--- config.mk ---
export PLATFORM = sky130hd
export DESIGN_NAME = lsu
export DESIGN_NICKNAME = d
export VERILOG_FILES = /design/src/rtl/lsu.sv
export SDC_FILE = /design/constraint.sdc
export NUM_CORES = 1
export LEC_CHECK = 0
export ABC_AREA = 1
export BUFFER_PORTS_ARGS = -buffer_cell sky130_fd_sc_hd__buf_2
export CAP_MARGIN = 15
export CORE_UTILIZATION = 46
export CTS_CLUSTER_DIAMETER = 150
export DETAILED_ROUTE_END_ITERATION = 12
export GPL_TIMING_DRIVEN = 0
export PLACE_DENSITY = 0.74
export SYNTH_ARGS = -nofsm -noshare
export SYNTH_HDL_FRONTEND = slang
export SYNTH_SLANG_ARGS = --single-unit
--- constraint.sdc ---
create_clock -name clk -period 4.05 [get_ports clk]
set_clock_uncertainty 0.05 [all_clocks]
set_input_delay 0.81 -clock clk [delete_from_list [all_inputs] [get_ports clk]]
set_output_delay 0.81 -clock clk [all_outputs]
set_load 0.02 [all_outputs]
--- src/rtl/lsu.sv ---
// lsu: load/store unit sequencing one execute-stage operation through a
// request/grant/rvalid memory port and a one-cycle writeback pulse.
module lsu #(
    parameter int WD_SIZE = 32,
    parameter int OPCODE_SIZE = 7,
    parameter int FUNCT3_SIZE = 3,
    parameter logic [OPCODE_SIZE-1:0] OPCODE_LD = 7'b0000011,
    parameter logic [OPCODE_SIZE-1:0] OPCODE_ST = 7'b0100011
) (
    input  logic                   clk,
    input  logic                   reset_n,
    input  logic                   valid_i,
    output logic                   ready_o,
    input  logic [OPCODE_SIZE-1:0] opcode_i,
    input  logic [FUNCT3_SIZE-1:0] funct3_i,
    input  logic [WD_SIZE-1:0]     addr_i,
    input  logic [WD_SIZE-1:0]     st_data_i,
    input  logic [4:0]             rd_i,
    output logic                   mem_req_o,
    output logic                   mem_we_o,
    output logic [WD_SIZE-1:0]     mem_addr_o,
    output logic [3:0]             mem_be_o,
    output logic [WD_SIZE-1:0]     mem_wdata_o,
    input  logic                   mem_gnt_i,
    input  logic                   mem_rvalid_i,
    input  logic [WD_SIZE-1:0]     mem_rdata_i,
    output logic                   wb_valid_o,
    output logic                   wb_we_o,
    output logic [4:0]             wb_rd_o,
    output logic [WD_SIZE-1:0]     wb_data_o,
    output logic                   err_o
);
    typedef enum logic [1:0] {IDLE, REQ, WAIT, RESP} state_t;
    state_t state, state_nx;
    logic [FUNCT3_SIZE-1:0] f3_q;
    logic [WD_SIZE-1:0] addr_q, sd_q, wb_data_q, sh, ld_data;
    logic [4:0] rd_q;
    logic st_q, we_q, err_q;
    logic is_ld, is_st, is_mem, illegal, misaligned, bad, accept, sx, in_req, resp;
    logic [1:0] off, sz;
    logic [3:0] be;
    logic [WD_SIZE-1:0] wdata;
    always_comb begin
        is_ld = opcode_i == OPCODE_LD;
        is_st = opcode_i == OPCODE_ST;
        is_mem = is_ld || is_st;
        illegal = is_ld ? funct3_i[1] && (funct3_i[0] || funct3_i[2]) : funct3_i[2] || &funct3_i[1:0];
        misaligned = (funct3_i[1:0] == 2'b01 && addr_i[0]) || (funct3_i[1:0] == 2'b10 && |addr_i[1:0]);
        bad = is_mem && (illegal || misaligned);
        accept = valid_i && state == IDLE;
    end
    always_ff @(posedge clk or posedge reset_n)
        if (reset_n) state <= IDLE;
        else state <= state_nx;
    always_comb begin
        state_nx = state;
        case (state)
            IDLE: if (valid_i) state_nx = (is_mem && !bad) ? REQ : RESP;
            REQ:  if (mem_gnt_i) state_nx = st_q ? RESP : WAIT;
            WAIT: if (mem_rvalid_i) state_nx = RESP;
            RESP: state_nx = IDLE;
        endcase
    end
    // Lane steering and load extraction use the captured low address bits.
    always_comb begin
        off = addr_q[1:0];
        sz = f3_q[1:0];
        sx = !f3_q[2];
        be = sz == 2'b00 ? 4'b0001 << off : sz == 2'b01 ? 4'b0011 << off : 4'b1111;
        wdata = sz == 2'b00 ? {4{sd_q[7:0]}} : sz == 2'b01 ? {2{sd_q[15:0]}} : sd_q;
        sh = mem_rdata_i >> {off, 3'b000};
        ld_data = sz == 2'b00 ? {{(WD_SIZE-8){sx && sh[7]}}, sh[7:0]} :
                  sz == 2'b01 ? {{(WD_SIZE-16){sx && sh[15]}}, sh[15:0]} : mem_rdata_i;
        in_req = state == REQ;
        resp = state == RESP;
        ready_o = state == IDLE;
        mem_req_o = in_req;
        mem_we_o = in_req && st_q;
        mem_addr_o = in_req ? {addr_q[WD_SIZE-1:2], 2'b00} : '0;
        mem_be_o = in_req ? be : 4'b0000;
        mem_wdata_o = in_req ? wdata : '0;
        wb_valid_o = resp;
        wb_we_o = resp && we_q;
        err_o = resp && err_q;
        wb_rd_o = resp ? rd_q : 5'd0;
        wb_data_o = resp ? wb_data_q : '0;
    end
    always_ff @(posedge clk or posedge reset_n)
        if (reset_n) begin
            f3_q <= '0;
            addr_q <= '0;
            sd_q <= '0;
            rd_q <= '0;
            st_q <= 1'b0;
            we_q <= 1'b0;
            err_q <= 1'b0;
            wb_data_q <= '0;
        end else if (accept) begin
            f3_q <= funct3_i;
            addr_q <= addr_i;
            sd_q <= st_data_i;
            rd_q <= rd_i;
            st_q <= is_st;
            we_q <= !is_mem;
            err_q <= bad;
            wb_data_q <= is_mem ? '0 : addr_i;
        end else if (state == WAIT && mem_rvalid_i) begin
            wb_data_q <= ld_data;
            we_q <= 1'b1;
        end
endmodule

==> metrics.txt, run 1 <==
average wire per standard cell around 16 um; Post-synth EDFFs 0; CP endpoint kind output pin; Worst-Skew Late Latency 0.36 ns; Final Hold Viols 0; Crit path max-delay family buffers and inverters; post-synthesis average cell area between 6 and 7 um2; H-tree depth 3; initial antenna violation count 3; residual DRC count 0; clk root buf clkbuf_16; worst hold path type primary input to async pin; fin crit period roughly 3.4 ns; CTS max path bufs 2; number of global-route vias before repair ~6700; final worst-path cycle share 0.8371; vias per cell 5.081; FF-to-FF Start state[1]; commonest non-fill, non-tap cell in the layout nand2_1; worst path arrival time 2.53 ns; Warnings, synthesis 0; post-DP HPWL about 17000 um; Via Count 7189; IR drop worst, VDD approximately 0.45 mV; Worst path max stage delay 0.56 ns; Fin Setup TNS 0 ns; Fmax approximately 0.3 GHz; P_leak between 5 and 6 nW; Hold Buf Count CTS 0; first-pass GRT wire length between 30000 and 40000 um; max cap viols 0; CTS Buf Count 9; slowest library cell on the worst path clkbuf_1; total grt overflow 0; Mapped Area around 0.0067 mm2; CTS tree built; Pwr Density between 700 and 800 mW/mm2; path type of the worst setup path register to output pin; WP data required 3.19 ns; Synth Flop Type dfrtp_1; multi-input gate area in the final layout between 0.003 and 0.004 mm2; maximum fanout along the worst path 10; DRT Wirelength approximately 22000 um; number of synthesized register bits about 110; Worst-Margin Slew 0.6736 ns; Seq/Total Area, Yosys 0.4095; Top Ports approximately 230; Final setup viols 0; Post-Layout Cell Count 1415; FF+latch area ~0.0027 mm2; Die H around 120 um; Resize count post-CTS 0; postcts setup bufs 0; # placed instances ~1400; GRT Total Usage 0.3018; Power Total between 6 and 7 mW; Syn Inst Count between 900 and 1000; fin. max-slew vios 0; final core occ 0.5977; Area Growth Syn to Fin 25.53%; row cnt 43; relative slew slack 0.5509; DRT Pass-1 Iters 7; Worst Path Buf+Inv 6; final worst slack 0.6596 ns; nets between 1000 and 1500; largest net degree at the start of global routing between 70 and 80; Sink Count approximately 110; Setup crit start state[1]; RSZ-0062 raised after global routing no; die area between 0.01 and 0.015 mm2; CTS clock-pin slew for the worst setup and hold paths approximately 0.08 ns; GP Congestion ~0.93; Post-Place Setup Slack ~1.1 ns; worst-path cell chain inv_1 -> ha_1 -> clkbuf_1 -> clkbuf_1 -> buf_2 -> nand2_1 -> inv_1 -> buf_2; share of layout cells above drive strength 1 0.2577; fillcell total roughly 1400; Starting Density 0.4761; synth unique cells 34; critical path startpoint category register; most frequent cells in the layout 452 x nand2_1, 241 x buf_2, 109 x dfrtp_1, 105 x inv_1, 65 x nor2_1; core box area approximately 0.014 mm2; status finished, final reports clean; Iteration-0 DRC Markers 654; Post-synth ARST share 1.000; Detail Route Antenna Nets 0; PortBufs between 200 and 250; Die W between 100 and 150 um
==> worst paths after layout <==
| kind | to | slack [ns] | cells after the start |
|---|---|---|---|
| max | mem_addr_o[16] | 0.66 | 8 |
| min | sd_q[9] | 0.43 | 2 |
| max reg2reg | wb_data_q[9] | 1.93 | 8 |
| min reg2reg | sd_q[23] | 0.43 | 2 |
| max in group asynchronous | wb_data_q[28] | 2.79 | 3 |
| min in group clk | sd_q[23] | 0.43 | 2 |
==> flip-flops by register name, summed over array words and instances, names as in the netlist <==
register,cells
addr_q,32
rd_q,5
state,2
st_q,1
wb_data_q,32
err_q,1
we_q,1
sd_q,32
f3_q,3
==> metal layers <==
layer	GRT usage	share of wire	up-vias
met4	0.08765	0.022	0
met3	0.06738	0.080	30
met1	0.4203	0.44	3337
li1	-	-	3524
met5	0	0	-
met2	0.4688	0.46	298
==> cell usage after synthesis, types with 2 or more instances <==
cell type / instances / area share
a31oi_1: 33 / 0.031
o2111ai_1: 2 / 0.0026
nand3_1: 34 / 0.026
inv_2: 7 / 0.0039
a21oi_1: 35 / 0.026
inv_1: 106 / 0.060
a21oi_2: 15 / 0.020
buf_6: 2 / 0.0034
buf_2: 17 / 0.013
buf_4: 10 / 0.011
dfrtp_1: 109 / 0.41
nand3_2: 12 / 0.018
clkbuf_1: 33 / 0.019
o21ai_0: 21 / 0.016
nor2_1: 65 / 0.037
nor2_4: 2 / 0.0034
ha_1: 9 / 0.017
nand2_1: 452 / 0.25
nand2_2: 5 / 0.0047
o211ai_1: 6 / 0.0068
==> kinds of logic after synthesis <==
kind of cell,synth area share
compound gates,0.1090
flops,0.4095
other cells,0.0005631
fa+ha+maj,0.01691
buf+inv,0.1103
simple gates,0.3537
==> stage by stage <==
stage,hold slack [ns],instance area (um2)
after global routing,0.4440,8356
after CTS,0.4301,8348
after global placement,0.4112,8010
after detailed placement,0.4104,8040
after floorplan,0.3936,6664
final,0.4279,8361
==> layout make-up <==
class / count / share of cell area
Timing Repair Buffer: 225 / 0.1374
Multi-Input combinational cell: 705 / 0.3830
Tap cell: 180 / 0.02694
Antenna cell: 5 / 0.001497
Sequential cell: 109 / 0.3263
Clock inverter: 4 / 0.006585
Buffer: 62 / 0.03667
Inverter: 114 / 0.05148
Clock buffer: 11 / 0.03023
==> where the power goes <==
| group | switching [mW] | leakage (nW) | internal, mW | total [mW] |
|---|---|---|---|---|
| combinational | 2.49 | 3.79 | 1.20 | 3.68 |
| clock | 0.425 | 0.149 | 0.515 | 0.940 |
| sequential | 0.334 | 1.32 | 1.61 | 1.94 |
No activity file was read; power rests on OpenSTA's default activity.
==> inputs of run 2 (changes only) <==
==> constraint.sdc (replaced) <==
create_clock -name clk -period 3.46 [get_ports clk]
set_clock_uncertainty 0.05 [all_clocks]
set_input_delay 0.692 -clock clk [delete_from_list [all_inputs] [get_ports clk]]
set_output_delay 0.692 -clock clk [all_outputs]
set_load 0.02 [all_outputs]
==> run 2 against run 1 <==
Against the previous run: die area unchanged; sequential cell count unchanged; first-iteration DRC count increased by 8.6%; clock power increased by 22%; largest cell class unchanged; largest power group unchanged.
==> metrics.txt, run 2 (synthesis gave the netlist of run 1 again) <==
most frequent cells in the layout 452 x nand2_1, 241 x buf_2, 109 x dfrtp_1, 105 x inv_1, 65 x nor2_1; Detail Route Antenna Nets 0; worst-path cell chain inv_1 -> ha_1 -> clkbuf_1 -> clkinv_1 -> clkbuf_1 -> a21oi_1 -> buf_2; average wire per standard cell between 15 and 20 um; fillcell total 1401; multi-input gate area in the final layout ~0.0032 mm2; hold slack between 0.4 and 0.5 ns; row cnt 43; die area roughly 0.015 mm2; Worst Path Buf+Inv 5; Starting Density 0.4761; Sink Count ~110; Critical Path Stages 7; final worst-path cycle share 0.9256; Post-Layout Cell Count between 1000 and 1500; Pwr Density around 900 mW/mm2; post-DP HPWL between 15000 and 20000 um; Die H about 120 um; status finished, final reports clean; GP Congestion 0.9228; max cap viols 0; vias per cell around 5.1; Worst-Skew Late Latency approximately 0.36 ns; initial antenna violation count 2; CP most frequent cell clkbuf_1; FF-to-FF Start state[1]; Post-Place Setup Slack 0.5867 ns; commonest non-fill, non-tap cell in the layout nand2_1; DRT Pass-1 Iters 5; H-tree depth 3; Worst-Margin Slew slightly below 0.9 ns; clk root buf clkbuf_16; relative slew slack 0.4203; reg-to-reg endpoint wb_data_q[9]; flop2flop setup slack approximately 1.3 ns; slowest library cell on the worst path dfrtp_1; Fin Setup TNS 0 ns; share of layout cells above drive strength 1 0.2589; placed cell area between 0.008 and 0.009 mm2; CP endpoint kind output pin; total grt overflow 0; residual DRC count 0; largest net degree at the start of global routing 40; P_leak around 5.3 nW; first-pass GRT wire length ~35000 um; Worst path max stage delay around 0.44 ns; Area Growth Syn to Fin 25.79%; Fmax 0.3122 GHz; critical path startpoint category register; maximum fanout along the worst path 10; final worst slack around 0.26 ns; Die W 122.3 um; number of global-route vias before repair approximately 6800; PortBufs between 200 and 250; nets between 1000 and 1500; Final Hold Viols 0; Crit path max-delay family buffers and inverters; DRT Wirelength ~22000 um; Iteration-0 DRC Markers between 700 and 800; worst hold path type register to register; Top Ports 227; biggest regs addr_q x32, sd_q x32, wb_data_q x32; Via Count between 7000 and 8000; path type of the worst setup path register to output pin; final core occ 0.5989; GRT Total Usage 0.3032; CTS tree built; CTS Buf Count 9; fin. max-slew vios 0; Power Total roughly 7.7 mW; Worst Setup EP mem_wdata_o[20]; # placed instances about 1400; Final setup viols 0; worst path arrival time around 2.5 ns; RSZ-0062 raised after global routing no; CTS max path bufs 2; CTS clock-pin slew for the worst setup and hold paths 0.08 ns; Setup crit start state[1]; IR drop worst, VDD 0.4053 mV; FF-to-FF path depth 8; core box area ~0.014 mm2; final instance area 0.008378 mm2; WP data required about 2.7 ns; fin crit period 3.203 ns; FF+latch area ~0.0027 mm2; postcts setup bufs 0
## run 2: cell types whose count changed in the layout (fill, tap and decap cells not counted), sizes merged
| cell | change |
|---|---|
| bufinv | +1 |
| clkinv | +1 |
| buf | +1 |
| diode | -4 |
| clkbuf | -1 |
## run 2: repair_timing
item | in CTS | in global routing
gates resized for setup | 0 | 2
setup endpoints to repair | 0 | 11
hold buffers | 0 | 0
## run 2: how the worst min path moves through the flow
stage | start | end | slack (ns) | cells past startpoint
2_1_floorplan | sd_q[23] | sd_q[23] | 0.39 | 2
3_3_place_gp | sd_q[23] | sd_q[23] | 0.41 | 2
3_5_place_dp | sd_q[23] | sd_q[23] | 0.41 | 2
4_1_cts | sd_q[27] | sd_q[27] | 0.43 | 2
5_1_grt | sd_q[19] | sd_q[19] | 0.46 | 2
6_report | sd_q[19] | sd_q[19] | 0.43 | 2
## run 2: tightest hold or removal path: stages, from the launching register on
cell and delay, ns:
dfrtp_1 0.35, nand2_1 0.05, nand2_1 0.05
## run 2: layout make-up
| type | count | area share |
|---|---|---|
| Multi-Input combinational cell | 705 | 0.3822 |
| Sequential cell | 109 | 0.3256 |
| Timing Repair Buffer | 226 | 0.1386 |
| Inverter | 114 | 0.05152 |
| Buffer | 62 | 0.03674 |
| Clock buffer | 10 | 0.02733 |
| Tap cell | 180 | 0.02688 |
| Clock inverter | 6 | 0.01090 |
| Antenna cell | 1 | 0.0002987 |
## run 2: where the power goes
group	total (mW)	switching, mW	internal, mW
sequential	2.26	0.383	1.88
combinational	4.31	2.91	1.40
clock	1.15	0.508	0.643
total	7.73	3.80	3.93
## run 2: metal layers
layer | up-vias | share of wire | global-route usage
met1 | 3338 | 0.44 | 0.4241
met4 | 2 | 0.028 | 0.09832
met5 | - | 0.00059 | 0
met2 | 345 | 0.45 | 0.4670
met3 | 46 | 0.084 | 0.06366
li1 | 3513 | - | -
==> inputs of run 3 (changes only) <==
--- a/config.mk
+++ b/config.mk
@@ -12,7 +12,7 @@
 export CTS_CLUSTER_DIAMETER = 150
 export DETAILED_ROUTE_END_ITERATION = 12
 export GPL_TIMING_DRIVEN = 0
-export PLACE_DENSITY = 0.74
+export PLACE_DENSITY_LB_ADDON = 0.15
 export SYNTH_ARGS = -nofsm -noshare
 export SYNTH_HDL_FRONTEND = slang
 export SYNTH_SLANG_ARGS = --single-unit
==> run 3 against run 2 <==
Against the previous run: maximum frequency fell by 0.54%; cell count did not move; sequential share of layout area rose by 0.11 points; sequential power barely moved; register-to-register slack improved by 0.02 ns; count of clock-buffer cells in the layout rose by 1; routed wire length fell by 0.69%; non-clock buffer count did not move; utilization fell by 0.21 points; largest cell class unchanged; largest power group unchanged.
==> metrics.txt, run 3 (synthesis gave the netlist of run 1 again) <==
status finished, final reports clean; hold slack about 0.42 ns; vias per cell between 5 and 6; relative slew slack 0.4806; FF+latch area 0.002728 mm2; multi-input gate area in the final layout ~0.0032 mm2; Top Ports between 200 and 250; Worst path max stage delay 0.49 ns; final worst-path cycle share 0.9306; CP endpoint kind output pin; Hold Buf Count CTS 0; Iteration-0 DRC Markers between 600 and 700; Fin Setup TNS 0 ns; post-DP HPWL 16780 um; total grt overflow 0; DRT Wirelength 21850 um; worst-path cell chain ha_1 -> clkbuf_1 -> clkbuf_1 -> nand2_1 -> inv_1 -> buf_2; Starting Density 0.4761; FF-to-FF Start state[1]; slowest library cell on the worst path clkbuf_1; worst path arrival time roughly 2.5 ns; residual DRC count 0; FF-to-FF path depth 8; average wire per standard cell 15.47 um; Die W about 120 um; worst hold path type primary input to async pin; nets ~1400; postcts setup bufs 0; Area Growth Syn to Fin 25.36%; fin crit period ~3.2 ns; Final Hold Viols 0; row cnt 43; GP Congestion roughly 0.90; H-tree depth 3; clk root buf clkbuf_16; P_leak roughly 5.3 nW; Die H about 120 um; fillcell total 1418; fin. max-slew vios 0; Fmax roughly 0.31 GHz; CTS clock-pin slew for the worst setup and hold paths 0.07 ns; Via Count 7169; share of layout cells above drive strength 1 0.2575; critical path startpoint category register; Worst-Margin Slew between 0.7 and 0.8 ns; Final setup viols 0; most frequent cells in the layout 452 x nand2_1, 241 x buf_2, 109 x dfrtp_1, 105 x inv_1, 65 x nor2_1; reg-to-reg endpoint wb_data_q[16]; max cap viols 0; commonest non-fill, non-tap cell in the layout nand2_1; IR drop worst, VDD 0.4602 mV; initial antenna violation count 2; Sink Count 109; path type of the worst setup path register to output pin; biggest regs addr_q x32, sd_q x32, wb_data_q x32; Pwr Density about 910 mW/mm2; largest net degree at the start of global routing 40; Crit path max-delay family buffers and inverters; CP most frequent cell clkbuf_1; CTS max path bufs 2; GRT Total Usage 0.3026; Power Total 7.637 mW; maximum fanout along the worst path 10; DRT Pass-1 Iters 5; flop2flop setup slack 1.31 ns; RSZ-0062 raised after global routing no; Worst Path Buf+Inv 4; WP data required approximately 2.7 ns; number of global-route vias before repair ~6600; CTS Buf Count 9; first-pass GRT wire length 34060 um; PortBufs between 200 and 250; die area 0.01496 mm2; core box area about 0.014 mm2; Worst-Skew Late Latency about 0.36 ns; CTS tree built; Detail Route Antenna Nets 0
run 3: metrics by stage:
| step | cells | setup slack, ns | cell area, um2 | util |
|---|---|---|---|---|
| floorplan | 990 | 0.9470 | 6668 | - |
| global placement | 1394 | 0.5764 | 8014 | 0.5729 |
| detailed placement | 1396 | 0.6079 | 8054 | 0.5758 |
| CTS | 1411 | 0.1883 | 8343 | 0.5964 |
| global route | 1412 | 0.1088 | 8347 | 0.5967 |
| finish | 1413 | 0.2400 | 8349 | 0.5969 |
run 3: what timing repair did:
action / 4_1_cts / 5_1_grt
setup endpoints to repair: 0 / 3
gates resized for setup: 0 / 2
endpoints found under the hold margin: 0 / 0
run 3: layer usage:
| metal | GRT usage | vias up | share of wire |
|---|---|---|---|
| met5 | 0 | - | 0 |
| met4 | 0.08003 | 0 | 0.019 |
| met3 | 0.06413 | 28 | 0.076 |
| met2 | 0.4487 | 299 | 0.44 |
| met1 | 0.4442 | 3330 | 0.47 |
| li1 | - | 3512 | - |
run 3: cell type report:
class,count,area share
clock inverter,4,0.006744
sequential,109,0.3267
antenna,2,0.0005994
tap,180,0.02697
buffer,62,0.03686
inverter,114,0.05170
clock buffer,11,0.02787
timing repair buffer,226,0.1391
multi-input combinational,705,0.3835
run 3: worst max-delay path by stage:
stage	start	end	depth (start not counted)
floorplan	state[1]	mem_wdata_o[16]	6
global placement	reset_n	rd_q[1]	2
detailed placement	state[1]	mem_addr_o[21]	8
CTS	state[1]	mem_addr_o[21]	8
global route	state[1]	wb_data_o[31]	6
finish	state[1]	wb_data_o[31]	6
run 3: where the power goes:
group,leakage [nW],switching (mW),internal (mW)
combinational,3.80,2.90,1.40
clock,0.141,0.489,0.565
sequential,1.32,0.394,1.88
total,5.26,3.79,3.85
